$ cat config.mk
export PLATFORM = sky130hd
export DESIGN_NAME = fir_mac_engine
export DESIGN_NICKNAME = d
export VERILOG_FILES = /design/src/rtl/fir_pkg.sv /design/src/rtl/fir_mac.sv /design/src/rtl/fir_mac_engine.sv
export SDC_FILE = /design/constraint.sdc
export NUM_CORES = 1
export LEC_CHECK = 0
export BUFFER_PORTS_ARGS = -buffer_cell sky130_fd_sc_hd__buf_2
export CAP_MARGIN = 20
export CORE_UTILIZATION = 30
export CTS_BUF_LIST = sky130_fd_sc_hd__clkbuf_2
export DETAILED_ROUTE_END_ITERATION = 8
export GPL_TIMING_DRIVEN = 1
export PLACE_DENSITY_LB_ADDON = 0.12
export SLEW_MARGIN = 30
export SYNTH_ARGS = -nofsm -noshare
export SYNTH_HDL_FRONTEND = slang
export SYNTH_SLANG_ARGS = --single-unit
export TNS_END_PERCENT = 20
$ cat constraint.sdc
create_clock -name clk -period 14.44 [get_ports clk]
set_clock_uncertainty 0.15 [all_clocks]
set_input_delay 1.444 -clock clk [delete_from_list [all_inputs] [get_ports clk]]
set_output_delay 1.444 -clock clk [all_outputs]
set_load 0.05 [all_outputs]
$ cat src/rtl/fir_pkg.sv
// Shared constants and types for the FIR MAC engine.
package fir_pkg;

  localparam int DATA_W = 16;
  localparam int COEF_W = 16;
  localparam int ACC_W  = 40;

  // Q1.15 coefficients: products carry 15 fractional bits
  localparam int FRAC = 15;

  // Output clamp limits for a DATA_W-bit signed result
  localparam int SAT_MAX = (1 << (DATA_W - 1)) - 1;
  localparam int SAT_MIN = -(1 << (DATA_W - 1));

  typedef enum logic [1:0] {
    IDLE = 2'd0,
    MAC  = 2'd1,
    OUT  = 2'd2
  } state_e;

endpackage

$ cat src/rtl/fir_mac.sv
// Multiply-accumulate datapath: full-width product, sign-extended accumulate,
// round-half-up by 2^(FRAC-1), arithmetic shift and saturation into out register.
module fir_mac #(
  parameter int DATA_W = fir_pkg::DATA_W,
  parameter int COEF_W = fir_pkg::COEF_W,
  parameter int ACC_W  = fir_pkg::ACC_W
) (
  input  logic                     clk,
  input  logic                     rst,
  input  logic                     i_clr,
  input  logic                     i_en,
  input  logic                     i_last,
  input  logic signed [DATA_W-1:0] i_x,
  input  logic signed [COEF_W-1:0] i_h,
  output logic signed [DATA_W-1:0] o_data
);
  import fir_pkg::*;

  localparam int PROD_W = DATA_W + COEF_W;
  localparam logic signed [ACC_W-1:0] LIM_MAX = ACC_W'(SAT_MAX);
  localparam logic signed [ACC_W-1:0] LIM_MIN = ACC_W'(SAT_MIN);
  localparam logic signed [ACC_W-1:0] ROUND   = ACC_W'(1 << (FRAC - 1));

  logic signed [PROD_W-1:0] w_prod;
  logic signed [ACC_W-1:0]  w_sum;
  logic signed [ACC_W-1:0]  w_rnd;
  logic signed [ACC_W-1:0]  w_shift;
  logic signed [DATA_W-1:0] w_sat;

  logic signed [ACC_W-1:0]  r_acc;
  logic signed [DATA_W-1:0] r_data;

  // Product, running sum including this tap, and its scaled/clamped form
  always_comb begin
    w_prod  = PROD_W'(i_x) * PROD_W'(i_h);
    w_sum   = r_acc + $signed({{(ACC_W - PROD_W){w_prod[PROD_W-1]}}, w_prod});
    w_rnd   = w_sum + ROUND;
    w_shift = w_rnd >>> FRAC;
    if (w_shift > LIM_MAX) begin
      w_sat = LIM_MAX[DATA_W-1:0];
    end else if (w_shift < LIM_MIN) begin
      w_sat = LIM_MIN[DATA_W-1:0];
    end else begin
      w_sat = w_shift[DATA_W-1:0];
    end
  end

  // Accumulator clears on a new sample; result register loads on the last tap
  always_ff @(posedge clk) begin
    if (rst) begin
      r_acc  <= '0;
      r_data <= '0;
    end else begin
      if (i_clr) begin
        r_acc <= '0;
      end else if (i_en) begin
        r_acc <= w_sum;
      end
      if (i_en && i_last) begin
        r_data <= w_sat;
      end
    end
  end

  assign o_data = r_data;

endmodule

$ cat src/rtl/fir_mac_engine.sv
// Serial FIR filter: pops one sample from a show-ahead FIFO, runs NTAPS
// multiply-accumulates (one per cycle) and holds the result until accepted.
module fir_mac_engine #(
  parameter int NTAPS  = 8,
  parameter int DATA_W = fir_pkg::DATA_W,
  parameter int COEF_W = fir_pkg::COEF_W,
  parameter int ACC_W  = fir_pkg::ACC_W
) (
  input  logic                     clk,
  input  logic                     rst,
  input  logic                     fifo_empty,
  input  logic [DATA_W-1:0]        fifo_rd_data,
  output logic                     fifo_rd_en,
  input  logic                     coef_we,
  input  logic [$clog2(NTAPS)-1:0] coef_addr,
  input  logic [COEF_W-1:0]        coef_data,
  output logic [DATA_W-1:0]        out_data,
  output logic                     out_valid,
  input  logic                     out_ready,
  output logic                     busy
);
  import fir_pkg::*;

  localparam int ADDR_W = $clog2(NTAPS);

  state_e              r_state;
  state_e              w_state_next;
  logic [ADDR_W-1:0]   r_tap;
  logic [DATA_W-1:0]   r_x [NTAPS];
  logic [COEF_W-1:0]   r_h [NTAPS];

  logic                w_pop;
  logic                w_last;
  logic                w_mac_en;
  logic                w_coef_wr;
  logic [DATA_W-1:0]   w_mac_data;

  assign w_mac_en   = (r_state == MAC);
  assign w_last     = w_mac_en && (r_tap == ADDR_W'(NTAPS - 1));
  assign fifo_rd_en = (r_state == IDLE) && !fifo_empty && !rst;
  assign w_pop      = fifo_rd_en;
  // Coefficients are frozen while a pass is in flight
  assign w_coef_wr  = (r_state == IDLE) && coef_we && (int'(coef_addr) < NTAPS);

  // Next-state decode
  always_comb begin
    w_state_next = r_state;
    unique case (r_state)
      IDLE:    if (!fifo_empty) w_state_next = MAC;
      MAC:     if (w_last)      w_state_next = OUT;
      OUT:     if (out_ready)   w_state_next = IDLE;
      default: w_state_next = IDLE;
    endcase
  end

  // State register; reset discards any pass in progress
  always_ff @(posedge clk) begin
    if (rst) begin
      r_state <= IDLE;
    end else begin
      r_state <= w_state_next;
    end
  end

  // Tap index restarts on every pop and advances once per MAC cycle
  always_ff @(posedge clk) begin
    if (rst || w_pop) begin
      r_tap <= '0;
    end else if (w_mac_en) begin
      r_tap <= w_last ? '0 : r_tap + 1'b1;
    end
  end

  // Delay line: x[0] is the newest sample
  always_ff @(posedge clk) begin
    if (rst) begin
      for (int k = 0; k < NTAPS; k++) r_x[k] <= '0;
    end else if (w_pop) begin
      r_x[0] <= fifo_rd_data;
      for (int k = 1; k < NTAPS; k++) r_x[k] <= r_x[k-1];
    end
  end

  // Coefficient bank
  always_ff @(posedge clk) begin
    if (rst) begin
      for (int k = 0; k < NTAPS; k++) r_h[k] <= '0;
    end else if (w_coef_wr) begin
      r_h[coef_addr] <= coef_data;
    end
  end

  fir_mac #(
    .DATA_W (DATA_W),
    .COEF_W (COEF_W),
    .ACC_W  (ACC_W)
  ) u_mac (
    .clk    (clk),
    .rst    (rst),
    .i_clr  (w_pop),
    .i_en   (w_mac_en),
    .i_last (w_last),
    .i_x    (r_x[r_tap]),
    .i_h    (r_h[r_tap]),
    .o_data (w_mac_data)
  );

  assign out_data  = w_mac_data;
  assign out_valid = (r_state == OUT);
  assign busy      = (r_state != IDLE);

endmodule

=== Word level (Yosys, flattened, before mapping) ===
Memory sizes are Yosys's and may differ from the RTL's. A register that Yosys moved wholly into a read port is not among the register bits.
Index checks and enable logic that the tools add are counted.

* Register bits after elaboration: 61
* Bits in writable memories: 256
* Bits of input ports: 40
* Output and inout bits: 19
* Logic and storage cells: 69
* Memories: 2

* Add/subtract/negate cells: 3
* Multiply operators: 1
* Order comparisons: 2
* Equal/unequal tests: 6
* Multiplexer cells: 30
* Bitwise logic cells: 8
* Reductions and logical operators: 13

{| class="wikitable"
|+ Memories
! name !! words !! bits a word !! read ports !! clocked after memory_dff !! wr ports !! RTL line !! RTL
|-
| r_h || 8 || 16 || 1 || 1 || 8 || fir_mac_engine.sv:30 || <nowiki>logic [COEF_W-1:0] r_h [NTAPS];</nowiki>
|-
| r_x || 8 || 16 || 8 || 1 || 8 || fir_mac_engine.sv:29 || <nowiki>logic [DATA_W-1:0] r_x [NTAPS];</nowiki>
|}

{| class="wikitable"
|+ Operators with widths
! cell !! number
|-
| $mux 16 || 11
|-
| $add 40x16->40 const B || 1
|-
| $add 40x32->40 || 1
|-
| $mul 16x16->32 || 1
|-
| $gt 25x16->1 const B || 1
|-
| $lt 25x16->1 const B || 1
|-
| $mux 3 || 6
|-
| $reduce_or 16->1 || 1
|-
| $mux 1 || 9
|-
| $or 1x1->1 || 8
|-
| $mux 2 || 3
|-
| $pmux 2 s3 || 1
|-
| $logic_and 1x1->1 || 5
|-
| $ne 2x2->1 const B || 2
|-
| $add 3x1->3 const B || 1
|-
| $eq 3x3->1 const B || 1
|-
| $reduce_and 3->1 || 1
|-
| $eq 2x1->1 const B || 1
|-
| $eq 2x2->1 const B || 1
|-
| $logic_not 1->1 || 2
|-
| $logic_not 2->1 || 1
|-
| $ne 2x1->1 const B || 1
|-
| $reduce_bool 2->1 || 1
|-
| $reduce_or 2->1 || 1
|-
| $logic_or 1x1->1 || 1
|}

=== Longest topological paths before layout ===
* Depth in word-level cells: 7
* Gate-level depth with buffers: 35
* Depth with buffers taken out: 30

=== Cells and area by module ===
Synthesis repeated with hierarchy kept, for this count alone.

* Cell total of the unflattened synthesis: 2448
* Area total of the unflattened synthesis: 27412.5 um2

{| class="wikitable"
|+ By module, submodules not included
! module !! times used !! cells each !! area each (um2) !! sequential area each (um2)
|-
| fir_mac || 1 || 1747 || 15605.0 || 1121.1
|-
| fir_mac_engine || 1 || 701 || 11807.6 || 7847.5
|}

=== Worst setup path before layout ===
OpenSTA, ideal clock, no wires.

* Kind: reg-to-reg
* From: register (tool-made name)
* To: register u_mac.r_data[12], in the netlist u_mac.o_data[12]
* Library setup time: 0.135 ns
* Arrival time: 9.598 ns
* Required time: 14.155 ns
* Slack: 4.557 ns
* Cell stages (with the launch flop): 31
* Buffers on the path: 4
* Clock period less this slack: 9.883 ns
* Cell sequence: dfxtp_1 clkbuf_1 buf_1 buf_1 mux4_2 mux2_2 nand2_1 fa_1 inv_1 fa_1 fa_1 inv_1 fa_1 inv_1 fa_1 inv_1 fa_1 inv_1 ha_1 nand2_1 o21ai_0 nor3_1 a2111o_1 nor3b_4 nand3_1 nor4_1 mux2_1 a221o_1 a211oi_4 buf_6 o32ai_1

{| class="wikitable"
|+ RTL lines
! item !! RTL line !! RTL
|-
| end signal, assigned || fir_mac.sv:60 || <nowiki>r_data <= w_sat;</nowiki>
|-
| end, declared || fir_mac.sv:31 || <nowiki>logic signed [DATA_W-1:0] r_data;</nowiki>
|}

==> impl_metrics.env <==
export IMPL_synth_fp_nets=2980
export IMPL_status="completed"
export IMPL_drv_cap=0
export IMPL_numCtsBuffers=93
export IMPL_grt_pass1_vias=20100
export IMPL_worst_hold_slack_ps=309
export IMPL_finalCritPeriodShare=0.763
export IMPL_synth_main_ff_cell="edfxtp_1"
export IMPL_cp_required_ps=15290
export IMPL_synth_cells=2492
export IMPL_ios=59
export IMPL_cts_tree="yes"
export IMPL_ys_types=84
export IMPL_dpl_hpwl_um=57300
export IMPL_synth_edf_count=256
export IMPL_critPathCaptureType="flip-flop"
export IMPL_relSlewSlack=0.311
export IMPL_grt_total_usage=0.178
export IMPL_design_die_area_um2=92000
export IMPL_num_rows=110
export IMPL_syn2layout_area_growth_pct=9.32
export IMPL_cts_resized=0
export IMPL_grt_pass1_wl_um=122000
export IMPL_drt_vias_per_instance=4.77
export IMPL_fin_crit_ps=11010
export IMPL_die_w_um=303
export IMPL_avgSynthCellArea_um2=10.9
export IMPL_globalplace_congestion=0.860
export IMPL_postRouteAntennaNets=0
export IMPL_cts_setup_buffers=0
export IMPL_gr_usage_met3=0.0296
export IMPL_clock_latency_ps=1200
export IMPL_grt_overflow_total=0
export IMPL_path_delay_family="adder cells"
export IMPL_tns_ps=0
export IMPL_yosys_warnings=0
export IMPL_port_buffer_count=58
export IMPL_slowest_delay_ps=800
export IMPL_hold_path_class="reg -> reg"
export IMPL_cp_arrival_ps=11860
export IMPL_antenna_found_initial=8
export IMPL_drive_gt1_frac=0.148
export IMPL_clock_sinks=320
export IMPL_core_um2=90000
export IMPL_seq_area_frac_synth=0.329
export IMPL_wl_um=78900
export IMPL_worst_setup_path_type="reg -> reg"
export IMPL_layout_nets=3071
export IMPL_grt_met1_usage=0.234
export IMPL_grt_max_degree=146
export IMPL_drc=0
export IMPL_cpMaxStageDelayCell="mux2i_1"
export IMPL_cts_root_buf="clkbuf_2"
export IMPL_cpMostUsedCell="fa_1"
export IMPL_mostFrequentLayoutCell="inv_1"
export IMPL_path_clk_slew_ps=100
export IMPL_grt_use_met2=0.297
export IMPL_die_y_um=303
export IMPL_avgRoutedWirePerCell_um=20.6
export IMPL_h_tree_depth=3
export IMPL_path_buf_inv=5
export IMPL_grt_busiest_layer="met2"
export IMPL_mostFrequentLayoutCells="inv_1 (383), fa_1 (330), edfxtp_1 (256)"
export IMPL_vias=18200
export IMPL_syn_cell_area_um2=27200
export IMPL_setup_viol=0
export IMPL_dr_pass1_iters=5
export IMPL_ctsHoldBuffers=0
export IMPL_cp_max_fo=26
export IMPL_clock_path_buffers=3
export IMPL_tightest_slew_ps=1010
export IMPL_synth_seq_cells=320
export IMPL_fmax_mhz=90.8
export IMPL_async_reset_ff_frac=0
export IMPL_initial_utilization=0.303
export IMPL_slew_violations=0
export IMPL_initialDrtViolationCount=1041
export IMPL_hold_viol_final=0
export IMPL_grt_setup_unrepaired="false"
export IMPL_worstSetupStartpointType="flip-flop"
[worst paths after layout]
check,slack [ps],depth (start not counted),end,from
setup / recovery,3430,27,u_mac.o_data[12],flip-flop
hold / removal,310,1,r_x[3][11],r_x[2][11]
setup reg to reg,3430,27,u_mac.o_data[12],flip-flop
hold reg to reg,310,1,r_x[3][11],r_x[2][11]
[cells by family after synthesis]
group,share of synthesized area
adders and majority gates,0.297
muxes,0.0736
DFF,0.329
xor gates and xnor gates,0.0147
and+or+nand+nor,0.158
AOI/OAI and AO/OA,0.0607
buffers and inverters,0.0665
[synth_stat cells, drive strengths merged, types with 10 or more instances]
cell type  count  area [µm²]
o21ai         41         213
a21oi         83         423
xnor2         34         305
fa           330        6610
nand2        234         881
or2           15        93.8
nor2         193         727
and3          14        87.6
mux4          64        1440
nor3          35         206
nand4         11        90.1
nor4          10        90.1
mux2          25         282
inv          383        1440
dfxtp         64        1280
edfxtp       256        7690
ha           118        1480
a21o          11        82.6
a211oi        11         130
nand2b        26         163
mux2i         28         280
o21bai        19         146
xor2          10        95.1
and2         231        1450
o211ai        13         116
clkbuf        63         236
nand3         16        80.1
buf           28         136
nor2b         41         257
[state kept, by name, indices dropped and copies added, names as in the netlist, named ones only]
name          flops
r_h             128
r_state           2
r_tap             3
r_x             128
u_mac.o_data     16
u_mac.r_acc      40
[final cells by class]
type / count / area, µm²
antenna: 2 / 5.00
clock buffer: 132 / 661
clock inverter: 22 / 130
fill: 9340 / 60200
inverter: 383 / 1440
multi-input combinational: 1698 / 16500
sequential: 320 / 8980
tap: 1176 / 1470
timing repair buffer: 87 / 541
[layer usage]
| metal | vias up | routed length (µm) |
|---|---|---|
| li1 | 8402 | - |
| met1 | 9314 | 35800 |
| met2 | 372 | 37700 |
| met3 | 112 | 3200 |
| met4 | 6 | 2070 |
| met5 | - | 38 |
[through the flow]
step	util	instances	setup slack [ps]	cell area, µm²
floorplan	-	2492	4560	27200
global placement	0.321	3663	2990	28900
detailed placement	0.321	3663	3370	28900
finish	0.331	3820	3430	29800
CTS	0.330	3817	3430	29700
global route	0.331	3820	2770	29800
Power is not shown: default switching activity piles up to over one toggle a cycle in this logic, so the estimate is an artifact.
